===== config.mk =====
export PLATFORM = sky130hd
export DESIGN_NAME = instruction_fetch_stage_flat
export DESIGN_NICKNAME = d
export VERILOG_FILES = /design/src/rtl/instruction_fetch_stage_if.sv /design/src/rtl/instruction_fetch_stage.sv /design/src/flat_wrapper.sv
export SDC_FILE = /design/constraint.sdc
export NUM_CORES = 1
export LEC_CHECK = 0
export CAP_MARGIN = 30
export CORE_MARGIN = 4
export CORE_UTILIZATION = 49
export DETAILED_ROUTE_END_ITERATION = 10
export PLACE_DENSITY_LB_ADDON = 0.3
export SLEW_MARGIN = 30
export SYNTH_ARGS = -nofsm -noshare
export SYNTH_HDL_FRONTEND = slang
export SYNTH_SLANG_ARGS = --single-unit

===== constraint.sdc =====
create_clock -name clk -period 3.81 [get_ports clk]
set_clock_uncertainty 0.05 [all_clocks]
set_input_delay 1.143 -clock clk [delete_from_list [all_inputs] [get_ports clk]]
set_output_delay 1.143 -clock clk [all_outputs]
set_load 0.01 [all_outputs]

===== src/rtl/instruction_fetch_stage_if.sv =====
// ---------------------------------------------------------------------------
// instruction_fetch_stage_if
//   Bundles every non-clock/reset signal of the instruction fetch stage.
//   master : seen by the fetch stage (drives the PC, IF/ID and status outputs)
//   slave  : seen by the surroundings (hazard unit, branch resolve, imem, bench)
//
//   Hazard/redirect inputs : pc_write, IF_ID_write, flush, branch_target
//   Instruction memory     : imem_addr (out), imem_rdata (in, same cycle)
//   Pipeline outputs       : pc_out, IF_ID_pc_out, instr_IF_ID, if_id_valid
//   Status                 : halted, fetch_count, state_dbg (0 RUN, 1 DRAIN,
//                            2 HALTED)
//
//   Handshake: there is no valid/ready pair. pc_write and IF_ID_write are
//   level enables sampled at every rising clk edge; 0 means hold that
//   register this cycle. flush is a one-cycle redirect request that
//   outranks both enables. imem_rdata must be valid for imem_addr within
//   the same cycle.
// ---------------------------------------------------------------------------
interface instruction_fetch_stage_if;
  logic        pc_write;
  logic        IF_ID_write;
  logic        flush;
  logic [31:0] branch_target;
  logic [31:0] imem_addr;
  logic [31:0] imem_rdata;
  logic [31:0] pc_out;
  logic [31:0] IF_ID_pc_out;
  logic [31:0] instr_IF_ID;
  logic        if_id_valid;
  logic        halted;
  logic [31:0] fetch_count;
  logic [1:0]  state_dbg;

  modport master (
    input  pc_write, IF_ID_write, flush, branch_target, imem_rdata,
    output imem_addr, pc_out, IF_ID_pc_out, instr_IF_ID, if_id_valid,
           halted, fetch_count, state_dbg
  );

  modport slave (
    output pc_write, IF_ID_write, flush, branch_target, imem_rdata,
    input  imem_addr, pc_out, IF_ID_pc_out, instr_IF_ID, if_id_valid,
           halted, fetch_count, state_dbg
  );
endinterface


===== src/rtl/instruction_fetch_stage.sv =====
// ---------------------------------------------------------------------------
// instruction_fetch_stage
//   PC register, IF/ID pipeline register and a halt detector for a simple
//   in-order pipeline. An all-zero instruction word marks end of program:
//   fetch stops advancing, DRAIN_CYCLES further advancing cycles let the
//   older instructions leave the pipe, then the stage halts until reset.
//   A taken branch (flush) during DRAIN means the zero word was on the
//   wrong path, so the drain is cancelled.
//
//   Ports
//     clk    : rising-edge clock
//     reset  : synchronous, active-high
//     bus    : instruction_fetch_stage_if.master (see interface header)
//
//   Parameters
//     RESET_PC     : PC loaded on reset
//     DRAIN_CYCLES : advancing drain cycles after the zero fetch before halt
// ---------------------------------------------------------------------------
module instruction_fetch_stage #(
  parameter logic [31:0] RESET_PC     = 32'h0000_0000,
  parameter int unsigned DRAIN_CYCLES = 3
) (
  input  logic                       clk,
  input  logic                       reset,
  instruction_fetch_stage_if.master  bus
);

  localparam logic [31:0] NOP_INSTR = 32'h0000_0013;  // addi x0,x0,0

  typedef enum logic [1:0] {
    RUN    = 2'd0,
    DRAIN  = 2'd1,
    HALTED = 2'd2
  } state_t;

  state_t      state_q, state_d;
  logic [31:0] pc_q, pc_d;
  logic [31:0] ifid_pc_q, ifid_pc_d;
  logic [31:0] instr_q, instr_d;
  logic        valid_q, valid_d;
  logic [31:0] drain_cnt_q, drain_cnt_d;
  logic [31:0] fetch_cnt_q, fetch_cnt_d;
  logic        halted_q, halted_d;
  logic [31:0] redirect_pc;
  logic        zero_word;

  assign redirect_pc = {bus.branch_target[31:2], 2'b00};
  assign zero_word   = (bus.imem_rdata == 32'h0);

  // Next-state / next-value logic. Defaults hold every register.
  always_comb begin
    state_d     = state_q;
    pc_d        = pc_q;
    ifid_pc_d   = ifid_pc_q;
    instr_d     = instr_q;
    valid_d     = valid_q;
    drain_cnt_d = drain_cnt_q;
    fetch_cnt_d = fetch_cnt_q;

    case (state_q)
      RUN: begin
        if (bus.flush) begin
          // Redirect beats stall and beats a zero word fetched this cycle.
          pc_d    = redirect_pc;
          instr_d = NOP_INSTR;
          valid_d = 1'b0;
        end else if (!zero_word) begin
          if (bus.pc_write) begin
            pc_d = pc_q + 32'd4;  // wraps naturally at 2^32
          end
          if (bus.IF_ID_write) begin
            ifid_pc_d = pc_q;
            instr_d   = bus.imem_rdata;
            valid_d   = 1'b1;
            if (fetch_cnt_q != 32'hFFFF_FFFF) begin
              fetch_cnt_d = fetch_cnt_q + 32'd1;
            end
          end
        end else if (bus.pc_write) begin
          // End-of-program marker: PC freezes on the zero word.
          state_d     = DRAIN;
          drain_cnt_d = 32'd0;
          if (bus.IF_ID_write) begin
            instr_d = NOP_INSTR;
            valid_d = 1'b0;
          end
        end
      end

      DRAIN: begin
        if (bus.flush) begin
          state_d     = RUN;
          pc_d        = redirect_pc;
          instr_d     = NOP_INSTR;
          valid_d     = 1'b0;
          drain_cnt_d = 32'd0;
        end else begin
          if (bus.IF_ID_write) begin
            instr_d = NOP_INSTR;
            valid_d = 1'b0;
          end
          // Only advancing cycles move the drain along.
          if (bus.pc_write) begin
            drain_cnt_d = drain_cnt_q + 32'd1;
            if (drain_cnt_d >= 32'(DRAIN_CYCLES)) begin
              state_d = HALTED;
            end
          end
        end
      end

      HALTED: begin
        instr_d = NOP_INSTR;
        valid_d = 1'b0;
      end

      default: begin
        state_d = RUN;
      end
    endcase

    halted_d = (state_d == HALTED);
  end

  always_ff @(posedge clk) begin
    if (reset) begin
      state_q     <= RUN;
      pc_q        <= RESET_PC;
      ifid_pc_q   <= 32'h0;
      instr_q     <= NOP_INSTR;
      valid_q     <= 1'b0;
      drain_cnt_q <= 32'h0;
      fetch_cnt_q <= 32'h0;
      halted_q    <= 1'b0;
    end else begin
      state_q     <= state_d;
      pc_q        <= pc_d;
      ifid_pc_q   <= ifid_pc_d;
      instr_q     <= instr_d;
      valid_q     <= valid_d;
      drain_cnt_q <= drain_cnt_d;
      fetch_cnt_q <= fetch_cnt_d;
      halted_q    <= halted_d;
    end
  end

  assign bus.imem_addr    = pc_q;
  assign bus.pc_out       = pc_q;
  assign bus.IF_ID_pc_out = ifid_pc_q;
  assign bus.instr_IF_ID  = instr_q;
  assign bus.if_id_valid  = valid_q;
  assign bus.halted       = halted_q;
  assign bus.fetch_count  = fetch_cnt_q;
  assign bus.state_dbg    = state_q;

endmodule

===== src/flat_wrapper.sv =====
// flat-port wrapper written by rule: the top's interface ports become plain ports
module instruction_fetch_stage_flat 
#(
  parameter logic [31:0] RESET_PC     = 32'h0000_0000,
  parameter int unsigned DRAIN_CYCLES = 3
)
  (clk, reset, bus_pc_write, bus_IF_ID_write, bus_flush, bus_branch_target, bus_imem_rdata, bus_imem_addr, bus_pc_out, bus_IF_ID_pc_out, bus_instr_IF_ID, bus_if_id_valid, bus_halted, bus_fetch_count, bus_state_dbg);
  instruction_fetch_stage_if bus_i ();
  input  logic clk;
  input  logic reset;
  input wire logic [$bits(bus_i.pc_write)-1:0] bus_pc_write;
  input wire logic [$bits(bus_i.IF_ID_write)-1:0] bus_IF_ID_write;
  input wire logic [$bits(bus_i.flush)-1:0] bus_flush;
  input wire logic [$bits(bus_i.branch_target)-1:0] bus_branch_target;
  input wire logic [$bits(bus_i.imem_rdata)-1:0] bus_imem_rdata;
  output wire logic [$bits(bus_i.imem_addr)-1:0] bus_imem_addr;
  output wire logic [$bits(bus_i.pc_out)-1:0] bus_pc_out;
  output wire logic [$bits(bus_i.IF_ID_pc_out)-1:0] bus_IF_ID_pc_out;
  output wire logic [$bits(bus_i.instr_IF_ID)-1:0] bus_instr_IF_ID;
  output wire logic [$bits(bus_i.if_id_valid)-1:0] bus_if_id_valid;
  output wire logic [$bits(bus_i.halted)-1:0] bus_halted;
  output wire logic [$bits(bus_i.fetch_count)-1:0] bus_fetch_count;
  output wire logic [$bits(bus_i.state_dbg)-1:0] bus_state_dbg;
  assign bus_i.pc_write = bus_pc_write;
  assign bus_i.IF_ID_write = bus_IF_ID_write;
  assign bus_i.flush = bus_flush;
  assign bus_i.branch_target = bus_branch_target;
  assign bus_i.imem_rdata = bus_imem_rdata;
  assign bus_imem_addr = bus_i.imem_addr;
  assign bus_pc_out = bus_i.pc_out;
  assign bus_IF_ID_pc_out = bus_i.IF_ID_pc_out;
  assign bus_instr_IF_ID = bus_i.instr_IF_ID;
  assign bus_if_id_valid = bus_i.if_id_valid;
  assign bus_halted = bus_i.halted;
  assign bus_fetch_count = bus_i.fetch_count;
  assign bus_state_dbg = bus_i.state_dbg;
  instruction_fetch_stage #(.RESET_PC(RESET_PC), .DRAIN_CYCLES(DRAIN_CYCLES)) u_core (.clk(clk), .reset(reset), .bus(bus_i));
endmodule

==> metrics.txt, run 1 <==
# TYPE chip_impl_metric gauge
chip_impl_metric{name="maxCapViolations",unit=""} 0
chip_impl_info{name="timing.hold.worst.class",value="register to register"} 1
chip_impl_metric{name="max_slew_headroom",unit="%"} 47.9
chip_impl_metric{name="cts_max_level",unit=""} 4
chip_impl_metric{name="floorplan.rows",unit=""} 47
chip_impl_metric{name="areaGrowthSynthToFinish",unit="%"} 34.7
chip_impl_metric{name="gr-usage-all-layers",unit="%"} 25.2
chip_impl_metric{name="pwr_density_cell",unit="nW/um2"} 347
chip_impl_metric{name="finalHoldViolations",unit=""} 0
chip_impl_metric{name="final_layout_size_suffix_gt1_share",unit="%"} 7.56
chip_impl_metric{name="grt_pass1_wl",unit="um"} 40800
chip_impl_info{name="crit_path_cell_trace",value="clkdlybuf4s50_1, nor4_1, buf_4, nand4_1, or2_2, buf_4, nand3_2, nor4b_4, nand2_1, or3_1, a21oi_1"} 1
chip_impl_metric{name="yosys.area_share.simple",unit="%"} 27.1
chip_impl_metric{name="power.static_leakage",unit="nW"} 4.25
chip_impl_info{name="main_combinational_cell_family_by_area_after_synthesis",value="simple AND/OR/NAND/NOR gates"} 1
chip_impl_metric{name="whs",unit="ps"} 448
chip_impl_metric{name="route.detailed.vias_per_inst",unit=""} 5.77
chip_impl_metric{name="n_fill_cell",unit=""} 1438
chip_impl_metric{name="p_clk_share",unit="%"} 43.1
chip_impl_metric{name="number_of_antenna_violations_at_the_first_check_in_global_routing",unit=""} 1
chip_impl_metric{name="arrival_time_of_data_at_the_critical_path_endpoint",unit="ps"} 3840
chip_impl_metric{name="route.final.wire_length",unit="um"} 24900
chip_impl_metric{name="initial_cell_density_of_the_core",unit="%"} 50.4
chip_impl_metric{name="drt_drc_violations_left",unit=""} 0
chip_impl_metric{name="clock-sinks",unit=""} 160
chip_impl_metric{name="final_core_utilization",unit="%"} 67.9
chip_impl_info{name="outcome",value="complete, no violations"} 1
chip_impl_metric{name="cts-buffers-inserted",unit=""} 17
chip_impl_info{name="startpoint_type",value="input pin"} 1
chip_impl_metric{name="synth_adder_area_share",unit="%"} 1.49
chip_impl_info{name="cp_slowest_cell",value="nor4b_4"} 1
chip_impl_info{name="critical-path-top-cell-by-count",value="buf_4"} 1
chip_impl_metric{name="drt-initial-drc-count",unit=""} 628
chip_impl_info{name="grt_setup_unrepaired",value="false"} 1
chip_impl_metric{name="final_sum_of_negative_setup_slack",unit="ps"} 0
chip_impl_metric{name="asyncSetResetFlopFracSynth",unit="%"} 0
chip_impl_metric{name="cts_repair_resize_count",unit=""} 0
chip_impl_metric{name="tightest_slew",unit="ps"} 775
chip_impl_metric{name="grt_max_degree",unit=""} 47
chip_impl_metric{name="cpPeakStageDelay",unit="ps"} 630
chip_impl_info{name="crit_type",value="input pin to register"} 1
chip_impl_metric{name="post-cts-setup-buffer-count",unit=""} 0
chip_impl_metric{name="ys_types",unit=""} 66
chip_impl_metric{name="synth-warning-count",unit=""} 0
chip_impl_metric{name="fmaxAchievable",unit="MHz"} 283
chip_impl_metric{name="synth.avg_cell_area",unit="um2"} 8.00
chip_impl_metric{name="finalInstanceArea",unit="um2"} 11300
chip_impl_metric{name="switching_share",unit="%"} 26.5
chip_impl_metric{name="overall_die_height",unit="um"} 139
chip_impl_metric{name="num-nets-final",unit=""} 1309
chip_impl_info{name="ctsRootBufferMaster",value="clkbuf_16"} 1
chip_impl_metric{name="final-setup-viol-count",unit=""} 0
chip_impl_metric{name="firstDrtPassIters",unit=""} 5
chip_impl_info{name="timing.critical_path.to_type",value="register"} 1
chip_impl_metric{name="ioPinCount",unit=""} 233
chip_impl_metric{name="final_antenna_net_count",unit=""} 0
chip_impl_metric{name="crit_fanout",unit=""} 10
chip_impl_metric{name="crit_required",unit="ps"} 4120
chip_impl_metric{name="finalCritPeriodShare",unit="%"} 92.6
chip_impl_metric{name="part_of_the_power_in_registers",unit="%"} 45.1
chip_impl_info{name="synth_top_flop_cell",value="dfxtp_1"} 1
chip_impl_metric{name="placedInstanceArea",unit="um2"} 10800
chip_impl_metric{name="synth_compound_area_share",unit="%"} 18.5
chip_impl_metric{name="design.core.area",unit="um2"} 16700
chip_impl_metric{name="cts_hold_buffers",unit=""} 0
chip_impl_metric{name="first_global_vias",unit=""} 7996
chip_impl_metric{name="place_congestion",unit=""} 0.841
chip_impl_metric{name="slew_viol_final",unit=""} 0
chip_impl_metric{name="worst_supply_voltage_drop_on_vdd",unit="mV"} 0.341
chip_impl_metric{name="place_hpwl",unit="um"} 17600
chip_impl_metric{name="total_switching_power",unit="mW"} 1.04
chip_impl_metric{name="synth_area",unit="um2"} 8420
chip_impl_metric{name="fp.dieW",unit="um"} 139
chip_impl_metric{name="post_synthesis_register_bit_count",unit=""} 160
chip_impl_metric{name="insertion_delay",unit="ps"} 430
chip_impl_metric{name="die_area",unit="um2"} 19300
chip_impl_metric{name="post_synth_mux_area_share",unit="%"} 3.45
chip_impl_info{name="cts_tree",value="built"} 1
chip_impl_metric{name="clk_path_buf_depth",unit=""} 2
chip_impl_metric{name="combinational_power_share",unit="%"} 11.7
chip_impl_metric{name="synth-seq-area-share",unit="%"} 38.0
chip_impl_metric{name="post_synth_inst_count",unit=""} 1052
chip_impl_metric{name="routedWlPerCell",unit="um"} 17.0
chip_impl_metric{name="clk_transition_reported_paths",unit="ps"} 70
chip_impl_metric{name="numPortBuffers",unit=""} 224
chip_impl_metric{name="num_vias",unit=""} 8452
chip_impl_metric{name="synth_enable_flop_cells",unit=""} 0
chip_impl_metric{name="grt_overflow_total",unit=""} 0
chip_impl_metric{name="finalPower",unit="mW"} 3.93
chip_impl_metric{name="synth_xor_xnor_area_share",unit="%"} 3.95
chip_impl_metric{name="cell_internal_pwr",unit="mW"} 2.89
chip_impl_metric{name="final_period_minus_worst_setup_slack",unit="ps"} 3530
## flip-flops by register name (all words and copies together) (netlist names)
| register | count |
|---|---|
| u_core.bus.IF_ID_pc_out | 30 |
| u_core.bus.fetch_count | 32 |
| u_core.bus.halted | 1 |
| u_core.bus.if_id_valid | 1 |
| u_core.bus.imem_addr | 30 |
| u_core.bus.instr_IF_ID | 32 |
| u_core.bus.state_dbg | 2 |
| u_core.drain_cnt_q | 32 |
## critical path, delay by kind of cell
family | cells | cell delay (ps)
simple gates | 7 | 1800
buf+inv | 3 | 750
compound gates | 1 | 140
## cell families after synthesis
family | count (synthesis)
AO/OA/AOI/OAI | 254
XOR/XNOR | 38
adder cells (fa/ha/maj) | 10
buffers and inverters | 122
flip-flops | 160
multiplexers | 29
other | 1
AND/OR/NAND/NOR | 438
## per-stage QoR
step	setup slack (ps)	cells
2_1_floorplan	587	1057
3_3_place_gp	-346	1430
4_1_cts	281	1463
5_1_grt	53.4	1464
3_5_place_dp	-173	1431
6_report	280	1464
## per-layer routing
| metal | vias up | part of all wire (%) | GRT usage (%) |
|---|---|---|---|
| met4 | 0 | 1.8 | 7.36 |
| met3 | 38 | 6.9 | 7.52 |
| met2 | 259 | 50 | 42.4 |
| met1 | 4034 | 41 | 31.3 |
| met5 | - | 0 | 0 |
| li1 | 4121 | - | - |
## placed cells by master (no fill, tap or decap), types with 6 or more instances in the layout
| cell type | count |
|---|---|
| clkdlybuf4s50_1 | 223 |
| dfxtp_1 | 160 |
| nor2_1 | 154 |
| a21oi_1 | 86 |
| nand2_1 | 73 |
| o21ai_0 | 63 |
| buf_4 | 37 |
| a22oi_1 | 36 |
| nand3_1 | 33 |
| nand4_1 | 29 |
| mux2i_1 | 29 |
| and4_1 | 23 |
| or3_1 | 22 |
| and3_1 | 22 |
| xor2_1 | 20 |
| xnor2_1 | 18 |
| nor3_1 | 17 |
| clkbuf_16 | 17 |
| nor4_1 | 14 |
| a211oi_1 | 14 |
| inv_1 | 12 |
| a31oi_1 | 11 |
| ha_1 | 10 |
| and2_1 | 9 |
| nand4b_1 | 6 |
| conb_1 | 6 |
## power by group through the flow
stage / registers (mW) / logic (mW) / clock network [mW]
global placement: 1.81 / 0.453 / 0
global route: 1.78 / 0.498 / 1.79
CTS: 1.78 / 0.464 / 1.72
floorplan: 1.82 / 0.207 / 0
finish: 1.78 / 0.462 / 1.70
detailed placement: 1.81 / 0.461 / 0
## worst paths after layout
kind	from	to	slack, ps	cells after the start
min reg2reg	u_core.bus.IF_ID_pc_out[6]	u_core.bus.IF_ID_pc_out[6]	450	2
max	bus_imem_rdata[12]	u_core.bus.fetch_count[25]	280	11
max reg2reg	u_core.drain_cnt_q[12]	u_core.bus.halted	610	8
min	u_core.bus.IF_ID_pc_out[6]	u_core.bus.IF_ID_pc_out[6]	450	2
## area by class of cell
class | count | area [um2] | share of cell area [%]
Sequential cell | 160 | 3200 | 28.2
Multi-Input combinational cell | 775 | 4650 | 41.0
Inverter | 12 | 45.0 | 0.397
Timing Repair Buffer | 264 | 2580 | 22.8
Clock buffer | 17 | 425 | 3.75
Antenna cell | 1 | 2.50 | 0.0221
Clock inverter | 15 | 158 | 1.39
Tap cell | 220 | 275 | 2.43
## Yosys cell counts, types with 3 or more instances
master | number | area (um2)
o21ai_0 | 63 | 315
nor4_1 | 14 | 87.6
nand4b_1 | 6 | 52.6
nor3_1 | 17 | 85.1
xor2_1 | 20 | 175
nor4b_1 | 3 | 26.3
buf_4 | 36 | 270
o41ai_1 | 4 | 35.0
a21o_1 | 4 | 30.0
and4_1 | 23 | 201
a211oi_1 | 14 | 105
and3_1 | 22 | 138
dfxtp_1 | 160 | 3200
nand2b_1 | 3 | 18.8
and2_1 | 9 | 56.3
or4_1 | 3 | 22.5
buf_2 | 9 | 45.0
o22ai_1 | 6 | 37.5
buf_1 | 3 | 11.3
xnor2_1 | 18 | 158
o31ai_1 | 5 | 37.5
nand3b_1 | 4 | 30.0
or3_1 | 22 | 138
a22oi_1 | 36 | 270
ha_1 | 10 | 125
nand3_1 | 34 | 170
nor2b_1 | 3 | 18.8
nand2_1 | 74 | 278
a21oi_1 | 86 | 430
nand4_1 | 29 | 181
a31oi_1 | 11 | 68.8
clkbuf_1 | 60 | 225
inv_1 | 12 | 45.0
mux2i_1 | 29 | 290
a2bb2oi_1 | 3 | 26.3
or2_2 | 5 | 31.3
nor2_1 | 155 | 582
Note: power is estimated with default switching activity, not from simulation.
==> inputs of run 2 (changes only) <==
--- a/config.mk
+++ b/config.mk
@@ -6,9 +6,12 @@
 export NUM_CORES = 1
 export LEC_CHECK = 0
 export CAP_MARGIN = 30
+export CELL_PAD_IN_SITES_DETAIL_PLACEMENT = 1
+export CELL_PAD_IN_SITES_GLOBAL_PLACEMENT = 1
 export CORE_MARGIN = 4
-export CORE_UTILIZATION = 49
+export CORE_UTILIZATION = 35
 export DETAILED_ROUTE_END_ITERATION = 10
+export GPL_ROUTABILITY_DRIVEN = 0
 export PLACE_DENSITY_LB_ADDON = 0.3
 export SLEW_MARGIN = 30
 export SYNTH_ARGS = -nofsm -noshare
==> run 2 against run 1 <==
Effect of this change: flip-flop and latch count unchanged; register-to-register slack about the same; die area up 38%; sequential power about the same; maximum frequency up 1.8%; critical path depth down 3; via count down 0.44%; count of clock-buffer cells in the layout up 2; worst hold slack worse by 3.5 ps; clock power up 4%; non-clock buffer count down 10.
==> metrics.txt, run 2 (synthesis results as in run 1) <==
# TYPE chip_impl_metric gauge
chip_impl_info{name="outcome",value="complete, no violations"} 1
chip_impl_metric{name="p_clk_share",unit="%"} 44.1
chip_impl_metric{name="arrival_time_of_data_at_the_critical_path_endpoint",unit="ps"} 3770
chip_impl_metric{name="areaGrowthSynthToFinish",unit="%"} 35.8
chip_impl_metric{name="cts_max_level",unit=""} 4
chip_impl_metric{name="firstDrtPassIters",unit=""} 4
chip_impl_metric{name="finalInstanceArea",unit="um2"} 11400
chip_impl_metric{name="switching_share",unit="%"} 25.6
chip_impl_info{name="r2r_start",value="u_core.drain_cnt_q[7]"} 1
chip_impl_info{name="mostFrequentLayoutCell",value="clkdlybuf4s50_1"} 1
chip_impl_metric{name="placed_cells_incl_taps",unit=""} 1520
chip_impl_metric{name="part_of_the_power_in_registers",unit="%"} 44.3
chip_impl_metric{name="final_antenna_net_count",unit=""} 0
chip_impl_metric{name="crit_fanout",unit=""} 6
chip_impl_metric{name="total_switching_power",unit="mW"} 1.03
chip_impl_metric{name="power.static_leakage",unit="nW"} 4.22
chip_impl_metric{name="clock-sinks",unit=""} 160
chip_impl_metric{name="routedWlPerCell",unit="um"} 18.2
chip_impl_info{name="rr_endpoint",value="u_core.bus.halted"} 1
chip_impl_metric{name="gr-usage-all-layers",unit="%"} 20.8
chip_impl_info{name="highest_count_cells_in_the_layout_ignoring_fill_and_taps",value="clkdlybuf4s50_1, dfxtp_1, nor2_1"} 1
chip_impl_metric{name="route.final.wire_length",unit="um"} 28200
chip_impl_info{name="min_from",value="u_core.bus.IF_ID_pc_out[2]"} 1
chip_impl_metric{name="initial_cell_density_of_the_core",unit="%"} 35.8
chip_impl_metric{name="cts_repair_resize_count",unit=""} 0
chip_impl_metric{name="drt-initial-drc-count",unit=""} 383
chip_impl_metric{name="pre_cts_ws",unit="ps"} -60.1
chip_impl_info{name="cts_tree",value="built"} 1
chip_impl_metric{name="place_hpwl",unit="um"} 19800
chip_impl_metric{name="finalHoldViolations",unit=""} 0
chip_impl_info{name="ctsRootBufferMaster",value="clkbuf_16"} 1
chip_impl_metric{name="route.detailed.vias_per_inst",unit=""} 5.43
chip_impl_info{name="timing.hold.worst.class",value="register to register"} 1
chip_impl_metric{name="finalPower",unit="mW"} 4.01
chip_impl_metric{name="max_slew_headroom",unit="%"} 43.4
chip_impl_metric{name="fp.dieW",unit="um"} 163
chip_impl_metric{name="number_of_antenna_violations_at_the_first_check_in_global_routing",unit=""} 0
chip_impl_metric{name="final_core_utilization",unit="%"} 48.6
chip_impl_metric{name="cts-buffers-inserted",unit=""} 17
chip_impl_metric{name="design.core.area",unit="um2"} 23500
chip_impl_metric{name="r2r_cells",unit=""} 8
chip_impl_metric{name="ioPinCount",unit=""} 233
chip_impl_metric{name="clk_path_buf_depth",unit=""} 2
chip_impl_metric{name="placedInstanceArea",unit="um2"} 10800
chip_impl_metric{name="whs",unit="ps"} 444
chip_impl_metric{name="maxCapViolations",unit=""} 0
chip_impl_metric{name="worst_supply_voltage_drop_on_vdd",unit="mV"} 0.263
chip_impl_metric{name="final-setup-viol-count",unit=""} 0
chip_impl_metric{name="cell_internal_pwr",unit="mW"} 2.98
chip_impl_info{name="grt_setup_unrepaired",value="false"} 1
chip_impl_info{name="crit_type",value="input pin to register"} 1
chip_impl_metric{name="die_area",unit="um2"} 26600
chip_impl_metric{name="grt_max_degree",unit=""} 58
chip_impl_metric{name="grt_pass1_wl",unit="um"} 45400
chip_impl_metric{name="combinational_power_share",unit="%"} 11.6
chip_impl_metric{name="first_global_vias",unit=""} 8753
chip_impl_metric{name="overall_die_height",unit="um"} 163
chip_impl_metric{name="final_period_minus_worst_setup_slack",unit="ps"} 3470
chip_impl_metric{name="finalCritPeriodShare",unit="%"} 91.0
chip_impl_metric{name="final_sum_of_negative_setup_slack",unit="ps"} 0
chip_impl_metric{name="tightest_slew",unit="ps"} 841
chip_impl_metric{name="grt_overflow_total",unit=""} 0
chip_impl_metric{name="num-nets-final",unit=""} 1299
chip_impl_metric{name="slew_viol_final",unit=""} 0
chip_impl_metric{name="final_layout_size_suffix_gt1_share",unit="%"} 6.74
chip_impl_info{name="startpoint_type",value="input pin"} 1
chip_impl_metric{name="fmaxAchievable",unit="MHz"} 288
chip_impl_metric{name="num_vias",unit=""} 8415
chip_impl_metric{name="insertion_delay",unit="ps"} 420
chip_impl_metric{name="pwr_density_cell",unit="nW/um2"} 351
chip_impl_metric{name="cts_hold_buffers",unit=""} 0
chip_impl_info{name="timing.critical_path.to_type",value="register"} 1
chip_impl_metric{name="ff2ff_setup_slack",unit="ps"} 610
chip_impl_info{name="hold_path_end",value="u_core.bus.IF_ID_pc_out[2]"} 1
chip_impl_metric{name="num_antenna_cells",unit=""} 0
chip_impl_metric{name="numPortBuffers",unit=""} 224
chip_impl_metric{name="clk_transition_reported_paths",unit="ps"} 60
chip_impl_metric{name="setup_ws",unit="ps"} 343
chip_impl_metric{name="min_path_cells",unit=""} 2
chip_impl_metric{name="post-cts-setup-buffer-count",unit=""} 0
chip_impl_metric{name="floorplan.rows",unit=""} 56
chip_impl_metric{name="drt_drc_violations_left",unit=""} 0
chip_impl_metric{name="layoutNonFillerInstCount",unit=""} 1551
chip_impl_metric{name="crit_required",unit="ps"} 4110
## run 2: changes by cell type in the layout (fill, tap and decap cells not counted), moves of 2 or more
cell / previous run / this run
buf_12: 3 / 6
clkinvlp_4: 0 / 2
buf_4: 37 / 25
clkinv_2: 4 / 0
clkinv_4: 2 / 4
inv_6: 4 / 2
clkinv_8: 2 / 0
clkbuf_8: 0 / 2
## run 2: layout make-up
type	count	area, um2
fill	2850	12100
multi-input combinational	775	4650
sequential	160	3200
timing repair buffer	254	2540
clock buffer	19	453
tap	319	399
clock inverter	12	150
inverter	12	45.0
## run 2: worst max path at each step
stage | start | end | slack (ps) | depth (start not counted)
2_1_floorplan | bus_imem_rdata[16] | u_core.drain_cnt_q[11] | 590 | 8
3_3_place_gp | bus_imem_rdata[9] | u_core.drain_cnt_q[21] | 40 | 9
3_5_place_dp | bus_imem_rdata[9] | u_core.drain_cnt_q[11] | -60 | 8
4_1_cts | bus_imem_rdata[9] | u_core.drain_cnt_q[21] | 350 | 9
5_1_grt | bus_imem_rdata[1] | u_core.bus.fetch_count[25] | 220 | 9
6_report | bus_imem_rdata[9] | u_core.drain_cnt_q[11] | 340 | 8
## run 2: metal layers
layer	wire (um)	vias to the layer above	global-route usage [%]	part of all wire [%]
met2	13800	207	35.6	49
li1	-	4083	-	-
met4	282	0	4.99	1.0
met3	1800	16	5.88	6.4
met1	12300	4109	26.0	44
met5	0	-	0	0
## run 2: power groups by stage
stage	logic [mW]	clock network, mW	registers (mW)
floorplan	0.207	0	1.82
CTS	0.470	1.81	1.78
global route	0.503	1.88	1.78
detailed placement	0.466	0	1.81
finish	0.465	1.77	1.78
global placement	0.460	0	1.81
## run 2: critical path: stages
cell and delay [ps]:
clkdlybuf4s50_1 430, nor4_1 420, nand4_1 210, or2_2 380, o22ai_1 200, nand4_1 180, or4b_2 640, a21oi_1 160
==> inputs of run 3 (changes only) <==
--- a/config.mk
+++ b/config.mk
@@ -13,6 +13,7 @@
 export DETAILED_ROUTE_END_ITERATION = 10
 export GPL_ROUTABILITY_DRIVEN = 0
 export PLACE_DENSITY_LB_ADDON = 0.3
+export RECOVER_POWER = 50
 export SLEW_MARGIN = 30
 export SYNTH_ARGS = -nofsm -noshare
 export SYNTH_HDL_FRONTEND = slang
==> run 3 against run 2 <==
Effect of this change: worst hold slack got worse by 5.5 ps; wire length hardly changed; final area about the same; cell count unchanged; power fell by 0.58%; sequential share of layout area about the same; global-route usage unchanged; first-iteration DRC count grew 4.7%.
==> metrics.txt, run 3 (synthesis results as in run 1) <==
# TYPE chip_impl_metric gauge
chip_impl_info{name="timing.hold.worst.class",value="register to register"} 1
chip_impl_metric{name="drt-initial-drc-count",unit=""} 401
chip_impl_metric{name="fmaxAchievable",unit="MHz"} 288
chip_impl_metric{name="number_of_antenna_violations_at_the_first_check_in_global_routing",unit=""} 0
chip_impl_metric{name="firstDrtPassIters",unit=""} 5
chip_impl_metric{name="max_slew_headroom",unit="%"} 43.2
chip_impl_metric{name="clk_transition_reported_paths",unit="ps"} 60
chip_impl_metric{name="numPortBuffers",unit=""} 224
chip_impl_metric{name="clk_path_buf_depth",unit=""} 2
chip_impl_metric{name="initial_cell_density_of_the_core",unit="%"} 35.8
chip_impl_metric{name="grt_overflow_total",unit=""} 0
chip_impl_metric{name="placedInstanceArea",unit="um2"} 10800
chip_impl_info{name="cts_tree",value="built"} 1
chip_impl_metric{name="ioPinCount",unit=""} 233
chip_impl_metric{name="grt_pass1_wl",unit="um"} 45400
chip_impl_info{name="timing.critical_path.to_type",value="register"} 1
chip_impl_metric{name="route.detailed.vias_per_inst",unit=""} 5.42
chip_impl_metric{name="final_antenna_net_count",unit=""} 0
chip_impl_metric{name="drt_drc_violations_left",unit=""} 0
chip_impl_info{name="grt_setup_unrepaired",value="false"} 1
chip_impl_metric{name="tightest_slew",unit="ps"} 844
chip_impl_metric{name="finalPower",unit="mW"} 3.99
chip_impl_metric{name="finalHoldViolations",unit=""} 0
chip_impl_info{name="cp_slowest_cell",value="or4b_2"} 1
chip_impl_metric{name="crit_required",unit="ps"} 4120
chip_impl_metric{name="worst_supply_voltage_drop_on_vdd",unit="mV"} 0.267
chip_impl_metric{name="cts_repair_resize_count",unit=""} 0
chip_impl_metric{name="clock-sinks",unit=""} 160
chip_impl_metric{name="cts_max_level",unit=""} 4
chip_impl_metric{name="route.final.wire_length",unit="um"} 28200
chip_impl_metric{name="areaGrowthSynthToFinish",unit="%"} 35.8
chip_impl_metric{name="final_core_utilization",unit="%"} 48.6
chip_impl_metric{name="cts-buffers-inserted",unit=""} 17
chip_impl_metric{name="pre_cts_ws",unit="ps"} -60.1
chip_impl_metric{name="final-setup-viol-count",unit=""} 0
chip_impl_metric{name="floorplan.rows",unit=""} 56
chip_impl_metric{name="num-nets-final",unit=""} 1299
chip_impl_info{name="highest_count_cells_in_the_layout_ignoring_fill_and_taps",value="dfxtp_1, dlygate4sd3_1, nor2_1"} 1
chip_impl_info{name="crit_type",value="input pin to register"} 1
chip_impl_metric{name="insertion_delay",unit="ps"} 430
chip_impl_metric{name="overall_die_height",unit="um"} 163
chip_impl_metric{name="first_global_vias",unit=""} 8753
chip_impl_metric{name="grt_max_degree",unit=""} 58
chip_impl_metric{name="cpPeakStageDelay",unit="ps"} 640
chip_impl_metric{name="arrival_time_of_data_at_the_critical_path_endpoint",unit="ps"} 3780
chip_impl_metric{name="post-cts-setup-buffer-count",unit=""} 0
chip_impl_metric{name="n_fill_cell",unit=""} 2849
chip_impl_metric{name="routedWlPerCell",unit="um"} 18.2
chip_impl_metric{name="power.static_leakage",unit="nW"} 4.67
chip_impl_metric{name="finalInstanceArea",unit="um2"} 11400
chip_impl_info{name="startpoint_type",value="input pin"} 1
chip_impl_metric{name="gr-usage-all-layers",unit="%"} 20.8
chip_impl_metric{name="maxCapViolations",unit=""} 0
chip_impl_metric{name="final_period_minus_worst_setup_slack",unit="ps"} 3470
chip_impl_metric{name="final_sum_of_negative_setup_slack",unit="ps"} 0
chip_impl_info{name="critical-path-top-cell-by-count",value="nand4_1"} 1
chip_impl_info{name="crit_path_cell_trace",value="clkdlybuf4s50_1, nor4_1, nand4_1, or2_2, o22ai_1, nand4_1, or4b_2, a21oi_1"} 1
chip_impl_metric{name="num_vias",unit=""} 8402
chip_impl_metric{name="final_layout_size_suffix_gt1_share",unit="%"} 6.66
chip_impl_metric{name="num_antenna_cells",unit=""} 0
chip_impl_info{name="outcome",value="complete, no violations"} 1
chip_impl_info{name="ctsRootBufferMaster",value="clkbuf_16"} 1
chip_impl_info{name="mostFrequentLayoutCell",value="dfxtp_1"} 1
chip_impl_metric{name="setup_ws",unit="ps"} 337
chip_impl_metric{name="finalCritPeriodShare",unit="%"} 91.2
chip_impl_metric{name="crit_fanout",unit=""} 6
chip_impl_metric{name="pwr_density_cell",unit="nW/um2"} 349
chip_impl_metric{name="design.core.area",unit="um2"} 23500
chip_impl_metric{name="slew_viol_final",unit=""} 0
chip_impl_metric{name="fp.dieW",unit="um"} 163
chip_impl_metric{name="die_area",unit="um2"} 26600
chip_impl_metric{name="place_hpwl",unit="um"} 19800
chip_impl_metric{name="cts_hold_buffers",unit=""} 0
[run 3: changes by cell type in the layout (fill, tap and decap cells not counted)]
cell,change
buf_4,-1
clkbuf_1,+1
dlygate4sd3_1,+158
clkdlybuf4s50_1,-158
[run 3: path summary, 6_finish.rpt]
check	endpoint	cells after the start	slack [ps]	startpoint
max	u_core.drain_cnt_q[11]	8	340	bus_imem_rdata[9]
min	u_core.bus.IF_ID_pc_out[2]	2	440	u_core.bus.IF_ID_pc_out[2]
max reg2reg	u_core.bus.halted	8	620	u_core.drain_cnt_q[7]
min reg2reg	u_core.bus.IF_ID_pc_out[2]	2	440	u_core.bus.IF_ID_pc_out[2]
[run 3: layout make-up]
class / instances / area [um2] / area share, %
clock buffer: 19 / 453 / 3.96
multi-input combinational: 775 / 4650 / 40.6
sequential: 160 / 3200 / 28.0
inverter: 12 / 45.0 / 0.394
clock inverter: 12 / 150 / 1.31
timing repair buffer: 254 / 2540 / 22.2
tap: 319 / 399 / 3.49
[run 3: power by group]
| group | total, mW | internal [mW] | switching (mW) |
|---|---|---|---|
| Clock | 1.77 | 1.01 | 0.758 |
| Sequential | 1.77 | 1.72 | 0.0546 |
| Combinational | 0.442 | 0.225 | 0.217 |
| Total | 3.99 | 2.96 | 1.03 |
[run 3: metal layers]
| metal | vias up | wire (um) | global-route usage, % |
|---|---|---|---|
| met3 | 24 | 1630 | 5.88 |
| met1 | 4107 | 12400 | 26.0 |
| met5 | - | 0 | 0 |
| met2 | 187 | 13800 | 35.6 |
| li1 | 4084 | - | - |
| met4 | 0 | 349 | 4.99 |
[run 3: worst max-delay path: cells and delay by family]
kind | cells | cell delay (ps)
AND/OR/NAND/NOR | 5 | 1840
buffers and inverters | 1 | 440
AO/OA/AOI/OAI | 2 | 350
[run 3: stage by stage]
step                      hold WS (ps)  std cells
after global placement             417       1520
after global routing               470       1551
after floorplan                    422       1057
after CTS                          451       1551
after detailed placement           435       1520
final                              439       1551
